[config.mk]
export PLATFORM = sky130hd
export DESIGN_NAME = sorter_ctrl
export DESIGN_NICKNAME = d
export VERILOG_FILES = /design/src/rtl/sorter_pkg.sv /design/src/rtl/sorter_ctrl.sv
export SDC_FILE = /design/constraint.sdc
export NUM_CORES = 2
export LEC_CHECK = 0
export CAP_MARGIN = 20
export CORE_UTILIZATION = 37
export DETAILED_ROUTE_END_ITERATION = 7
export PLACE_DENSITY = 0.57
export SYNTH_ARGS = -nofsm -noshare
export SYNTH_HDL_FRONTEND = slang
export SYNTH_SLANG_ARGS = --single-unit
[constraint.sdc]
create_clock -name clk_i -period 3.5 [get_ports clk_i]
set_input_delay 0.35 -clock clk_i [delete_from_list [all_inputs] [get_ports clk_i]]
set_output_delay 0.35 -clock clk_i [all_outputs]
set_load 0.05 [all_outputs]
[src/rtl/sorter_pkg.sv]
// Shared definitions for the sorter register controller.
// Holds the element count, the signed element and array types, the register
// offsets inside the bus window, the CTRL/STATUS bit positions and the FSM
// state encoding.
package sorter_pkg;

  localparam int NUM_ELEM = 8;

  typedef logic signed [31:0] elem_t;
  typedef elem_t [NUM_ELEM-1:0] elem_arr_t;

  // Byte offsets from the window base.
  localparam logic [7:0] OFF_CTRL      = 8'h00;
  localparam logic [7:0] OFF_STATUS    = 8'h04;
  localparam logic [7:0] OFF_IN_FIRST  = 8'h08;
  localparam logic [7:0] OFF_IN_LAST   = 8'h24;
  localparam logic [7:0] OFF_OUT_FIRST = 8'h28;
  localparam logic [7:0] OFF_OUT_LAST  = 8'h44;
  localparam logic [7:0] OFF_COUNT     = 8'h48;
  localparam logic [7:0] OFF_SETTLE    = 8'h4C;

  // Size of the window in bytes (last register at 0x4C).
  localparam logic [31:0] WINDOW_BYTES = 32'h0000_0050;

  // CTRL bits.
  localparam int CTRL_START    = 0;
  localparam int CTRL_CLR_DONE = 1;
  localparam int CTRL_CLR_ERR  = 2;

  // STATUS bits.
  localparam int STAT_BUSY = 0;
  localparam int STAT_DONE = 1;
  localparam int STAT_ERR  = 2;

  typedef enum logic [1:0] {
    ST_IDLE    = 2'd0,
    ST_SETTLE  = 2'd1,
    ST_CAPTURE = 2'd2
  } state_t;

endpackage

[src/rtl/sorter_ctrl.sv]
// Bus-mapped controller for an external combinational 8-element sorter.
// Software loads IN[0..7], writes START, and the block latches the operands
// onto sort_in_bo, waits SETTLE_CYCLES for the sorter, then captures
// sort_out_bi into OUT[0..7], sets DONE and bumps SORT_COUNT.
// Ports:
//   clk_i, rst_i            clock, synchronous active-high reset
//   bus_req_i/bus_we_i      request strobe and write select
//   bus_addr_bi/bus_be_bi   byte address and byte enables
//   bus_wdata_bi            write data
//   bus_ack_o               request accepted (same cycle as bus_req_i)
//   bus_resp_o/bus_rdata_bo one-cycle read response, data zero otherwise
//   sort_in_bo              operands driven to the external sorter
//   sort_out_bi             results returned by the external sorter
module sorter_ctrl
  import sorter_pkg::*;
#(
  parameter logic [31:0] BASE_ADDR     = 32'h0000_1000,
  parameter int          SETTLE_CYCLES = 2
) (
  input  logic        clk_i,
  input  logic        rst_i,
  input  logic        bus_req_i,
  input  logic        bus_we_i,
  input  logic [31:0] bus_addr_bi,
  input  logic [3:0]  bus_be_bi,
  input  logic [31:0] bus_wdata_bi,
  output logic        bus_ack_o,
  output logic        bus_resp_o,
  output logic [31:0] bus_rdata_bo,
  output elem_arr_t   sort_in_bo,
  input  elem_arr_t   sort_out_bi
);

  logic [31:0] offset_s;
  logic [7:0]  off8_s;
  logic        in_window_s;
  logic        is_in_s;
  logic        is_out_s;
  logic [2:0]  in_idx_s;
  logic [2:0]  out_idx_s;
  logic        ctrl_wr_s;
  logic        start_wr_s;
  logic        clr_done_wr_s;
  logic        clr_err_wr_s;
  logic        busy_s;
  logic [31:0] rd_val_s;

  elem_arr_t   in_r;
  elem_arr_t   out_r;
  logic [31:0] count_r;
  logic        done_r;
  logic        err_r;
  logic [3:0]  cnt_r;
  state_t      state_r;

  assign bus_ack_o = bus_req_i;

  // Decode relative to the window base; misaligned addresses fall outside.
  assign offset_s    = bus_addr_bi - BASE_ADDR;
  assign off8_s      = offset_s[7:0];
  assign in_window_s = (offset_s < WINDOW_BYTES) && (offset_s[1:0] == 2'b00);
  assign is_in_s     = in_window_s && (off8_s >= OFF_IN_FIRST) && (off8_s <= OFF_IN_LAST);
  assign is_out_s    = in_window_s && (off8_s >= OFF_OUT_FIRST) && (off8_s <= OFF_OUT_LAST);
  assign in_idx_s    = 3'((off8_s - OFF_IN_FIRST) >> 2);
  assign out_idx_s   = 3'((off8_s - OFF_OUT_FIRST) >> 2);

  // CTRL only acts when its low byte is enabled.
  assign ctrl_wr_s     = bus_req_i && bus_we_i && in_window_s && (off8_s == OFF_CTRL) && bus_be_bi[0];
  assign start_wr_s    = ctrl_wr_s && bus_wdata_bi[CTRL_START];
  assign clr_done_wr_s = ctrl_wr_s && bus_wdata_bi[CTRL_CLR_DONE];
  assign clr_err_wr_s  = ctrl_wr_s && bus_wdata_bi[CTRL_CLR_ERR];

  assign busy_s = (state_r != ST_IDLE);

  // Read data mux; CTRL reads as zero.
  always_comb begin
    rd_val_s = 32'h0000_0000;
    if (off8_s == OFF_STATUS) begin
      rd_val_s[STAT_BUSY] = busy_s;
      rd_val_s[STAT_DONE] = done_r;
      rd_val_s[STAT_ERR]  = err_r;
    end else if (is_in_s) begin
      rd_val_s = in_r[in_idx_s];
    end else if (is_out_s) begin
      rd_val_s = out_r[out_idx_s];
    end else if (off8_s == OFF_COUNT) begin
      rd_val_s = count_r;
    end else if (off8_s == OFF_SETTLE) begin
      rd_val_s = 32'(SETTLE_CYCLES);
    end else begin
      rd_val_s = 32'h0000_0000;
    end
  end

  // Read response: one cycle after acceptance, zero data when not responding.
  always_ff @(posedge clk_i) begin
    if (rst_i) begin
      bus_resp_o   <= 1'b0;
      bus_rdata_bo <= 32'h0000_0000;
    end else if (bus_req_i && !bus_we_i && in_window_s) begin
      bus_resp_o   <= 1'b1;
      bus_rdata_bo <= rd_val_s;
    end else begin
      bus_resp_o   <= 1'b0;
      bus_rdata_bo <= 32'h0000_0000;
    end
  end

  // IN registers with per-byte write enables; free to change during a sort
  // because the sorter sees the latched operand copy.
  always_ff @(posedge clk_i) begin
    if (rst_i) begin
      in_r <= '0;
    end else if (bus_req_i && bus_we_i && is_in_s) begin
      for (int b = 0; b < 4; b++) begin
        if (bus_be_bi[b]) begin
          in_r[in_idx_s][8*b +: 8] <= bus_wdata_bi[8*b +: 8];
        end
      end
    end
  end

  // Sort sequencing FSM plus the DONE/ERR flags and result capture.
  always_ff @(posedge clk_i) begin
    if (rst_i) begin
      state_r    <= ST_IDLE;
      sort_in_bo <= '0;
      out_r      <= '0;
      count_r    <= 32'h0000_0000;
      cnt_r      <= 4'd0;
      done_r     <= 1'b0;
      err_r      <= 1'b0;
    end else begin
      case (state_r)
        ST_IDLE: begin
          if (start_wr_s) begin
            sort_in_bo <= in_r;
            cnt_r      <= 4'(SETTLE_CYCLES - 1);
            state_r    <= ST_SETTLE;
          end
        end
        ST_SETTLE: begin
          if (cnt_r == 4'd0) begin
            state_r <= ST_CAPTURE;
          end else begin
            cnt_r <= cnt_r - 4'd1;
          end
        end
        ST_CAPTURE: begin
          out_r   <= sort_out_bi;
          count_r <= count_r + 32'd1;
          state_r <= ST_IDLE;
        end
        default: begin
          state_r <= ST_IDLE;
        end
      endcase

      // Capture wins over a coincident CLR_DONE.
      if (state_r == ST_CAPTURE) begin
        done_r <= 1'b1;
      end else if ((start_wr_s && !busy_s) || clr_done_wr_s) begin
        done_r <= 1'b0;
      end

      // A rejected START is sticky until explicitly cleared.
      if (start_wr_s && busy_s) begin
        err_r <= 1'b1;
      end else if (clr_err_wr_s) begin
        err_r <= 1'b0;
      end
    end
  end

endmodule

==> flow_summary.toml <==
[clock_tree]
numCtsBuffers = 91
clkTransAtPathRegs_ps = 60
htreeDepth = 3
cts_tree = "yes"
ctsHoldBuffers = 0
post_cts_buffers = 0
cts-root-buf = "clkbuf_16"
cts_sinks = 841
cts.repair.resized = 0
clock_latency_ps = 660
cts.path.max_buffers = 3

[synth]
synth_area_leaders = "dfxtp_1 50%, nand2_1 12%, mux2i_1 8.6%, mux4_2 8.5%, a21oi_1 7.7%"
yosys_warnings = 0
synth_edf_count = 0
ys_async_sr_fraction = 0
synth_area_um2 = 34000
synth_flop_cell = "dfxtp_1"
postSynthCellCount = 3763
synth_nets = 4097
yosysSeqAreaShare = 0.495
synthDistinctLibCells = 52
synth_common_cells = "1051 x nand2_1, 841 x dfxtp_1, 521 x a21oi_1"
avgSynthCellArea_um2 = 9.03
synth_seq_cells = 841
synth_top_area_frac = 0.495
synth_most_common_cell = "nand2_1"
synth_area_leader_cell = "dfxtp_1"

[finish]
fin_cells = 5507
nNetsFinal = 4584
drive_gt1_frac = 0.0985
syn2layout_area_growth_pct = 30.8

[sta]
hold_violations = 0
period_share = 0.762
slew_headroom = 0.340
timing.final.ws_setup_ps = 832
post-route-min-period_ps = 2670
setup-violations-final = 0
clock_skew_ps = 51.2
slew_viol_final = 0
grt_setup_unrepaired = "false"
fmax_mhz = 375
worst_pin_slew_ps = 991
tns_ps = 0

[critical_path]
startpoint_type = "input port"
reg2reg_to = "out_r[51]"
cp.arrival_ps = 3200
crit_type = "in2reg"
r2r_start = "state_r[1]"
crit_start = "bus_addr_bi[7]"
cp_max_fo = 29
rr_worst_depth = 5
cp-end-kind = "register"
rrSetupSlack_ps = 1050
cp.required_ps = 4030

[detailed_routing]
dr_total_vias = 28800
dr.first_iter.drc_count = 2133
wl_mm = 121
via_per_inst = 5.23
drtPass1Iterations = 6
remaining_drc_errors = 0
ant_nets = 0
wire_per_inst_um = 22.1

[grt]
grt_pass1_wl_mm = 179
track_usage = 0.255
grt_pass1_vias = 27700
grt_util_met3 = 0.0563
grt_start_max_net_pins = 198
grt_use_met2 = 0.407
top_usage_layer = "met2"
use_met1 = 0.334
grt_overflow_total = 0
antenna_found_initial = 20

[min_path]
whs_path_depth = 4
hp-class = "in2reg"
worstHoldStart = "bus_addr_bi[2]"
min_to = "err_r"

[floorplan]
die_h_um = 305
num_io_pins = 618
die_w_um = 305
rows = 110
fp.coreArea_um2 = 90600
die_area_um2 = 93100
start_util = 0.375

[outcome]
status = "finished clean"

[pwr]
ir_drop_mv = 0.448
p_per_area_nw_per_um2 = 454
p_total_w = 0.0202
power.leakage_nw = 16.6

[flow_run]
drv_cap = 0

[place]
pre_cts_ws_ps = 224
dp_cells = 5333
gp_congestion = 0.851
hpwlAfterDp_mm = 87.8
port_buffers = 617
[how the worst max path moves through the flow]
stage	endpoint	slack, ps	cells past startpoint
floorplan	bus_rdata_bo[2]	710	9
global placement	bus_rdata_bo[29]	250	7
detailed placement	bus_rdata_bo[4]	220	7
CTS	bus_rdata_bo[6]	890	7
global route	bus_rdata_bo[4]	770	7
finish	bus_rdata_bo[6]	830	7
[kinds of logic after synthesis]
| family | Yosys count | share of synthesized area |
|---|---|---|
| adders and majority gates | 6 | 0.00221 |
| and+or+nand+nor | 1509 | 0.178 |
| DFF | 841 | 0.495 |
| buffers and inverters | 322 | 0.0373 |
| AOI/OAI and AO/OA | 607 | 0.0995 |
| muxes | 448 | 0.180 |
| xor gates and xnor gates | 30 | 0.00773 |
[worst max-delay path, cell delays in order]
cell and delay, ps:
clkdlybuf4s50_1 450, or3_1 520, a21o_1 220, or3_4 430, or4b_2 780, buf_12 220, a211oi_1 190
[where the power goes]
| part | total [W] | leakage, nW | switching (W) | internal (W) |
|---|---|---|---|---|
| sequential | 0.00957 | 6.77 | 0.0000000000000779 | 0.00957 |
| clock | 0.00967 | 1.48 | 0.00410 | 0.00557 |
| combinational | 0.000957 | 8.37 | 0.000496 | 0.000462 |
[final cells by class]
type	instances	area, um^2
fillers	8761	46100
flip-flops and latches	841	16800
multi-input cells	2600	15900
well taps	1176	1470
diodes	15	37.5
clock inverters	28	350
clock buffers	131	2640
inverters	9	33.8
repair buffers	707	7150
[registers in the layout, indices dropped and copies added, names as in the netlist]
register	cells
count_r	32
err_r	1
out_r	256
bus_rdata_bo	32
done_r	1
in_r	256
bus_resp_o	1
cnt_r	4
state_r	2
sort_in_bo	256
[through the flow]
stage / util / hold slack [ps] / area (um^2)
2_1_floorplan: - / 433 / 34000
3_3_place_gp: 0.458 / 438 / 41400
3_5_place_dp: 0.458 / 443 / 41400
4_1_cts: 0.491 / 66.6 / 44400
5_1_grt: 0.491 / 93.0 / 44500
6_report: 0.491 / 106 / 44500
[routing by layer]
metal  wire [um]  vias to the layer above
met5          26                        -
met4        4580                        4
met3        8290                      194
met2       56300                      894
met1       52300                    13900
li1            -                    13800
[cells in the final DEF (no fill, tap or decap), types with 23 or more instances in the layout]
cell / count
a221oi_1: 29
nor4_1: 38
clkbuf_16: 92
buf_4: 67
mux4_2: 128
nand2_1: 1050
nand4_1: 44
mux2_2: 29
clkdlybuf4s50_1: 614
buf_12: 23
dfxtp_1: 841
a21oi_1: 521
nor2_1: 309
mux2i_1: 291
Power figures use the tool's default switching activity.
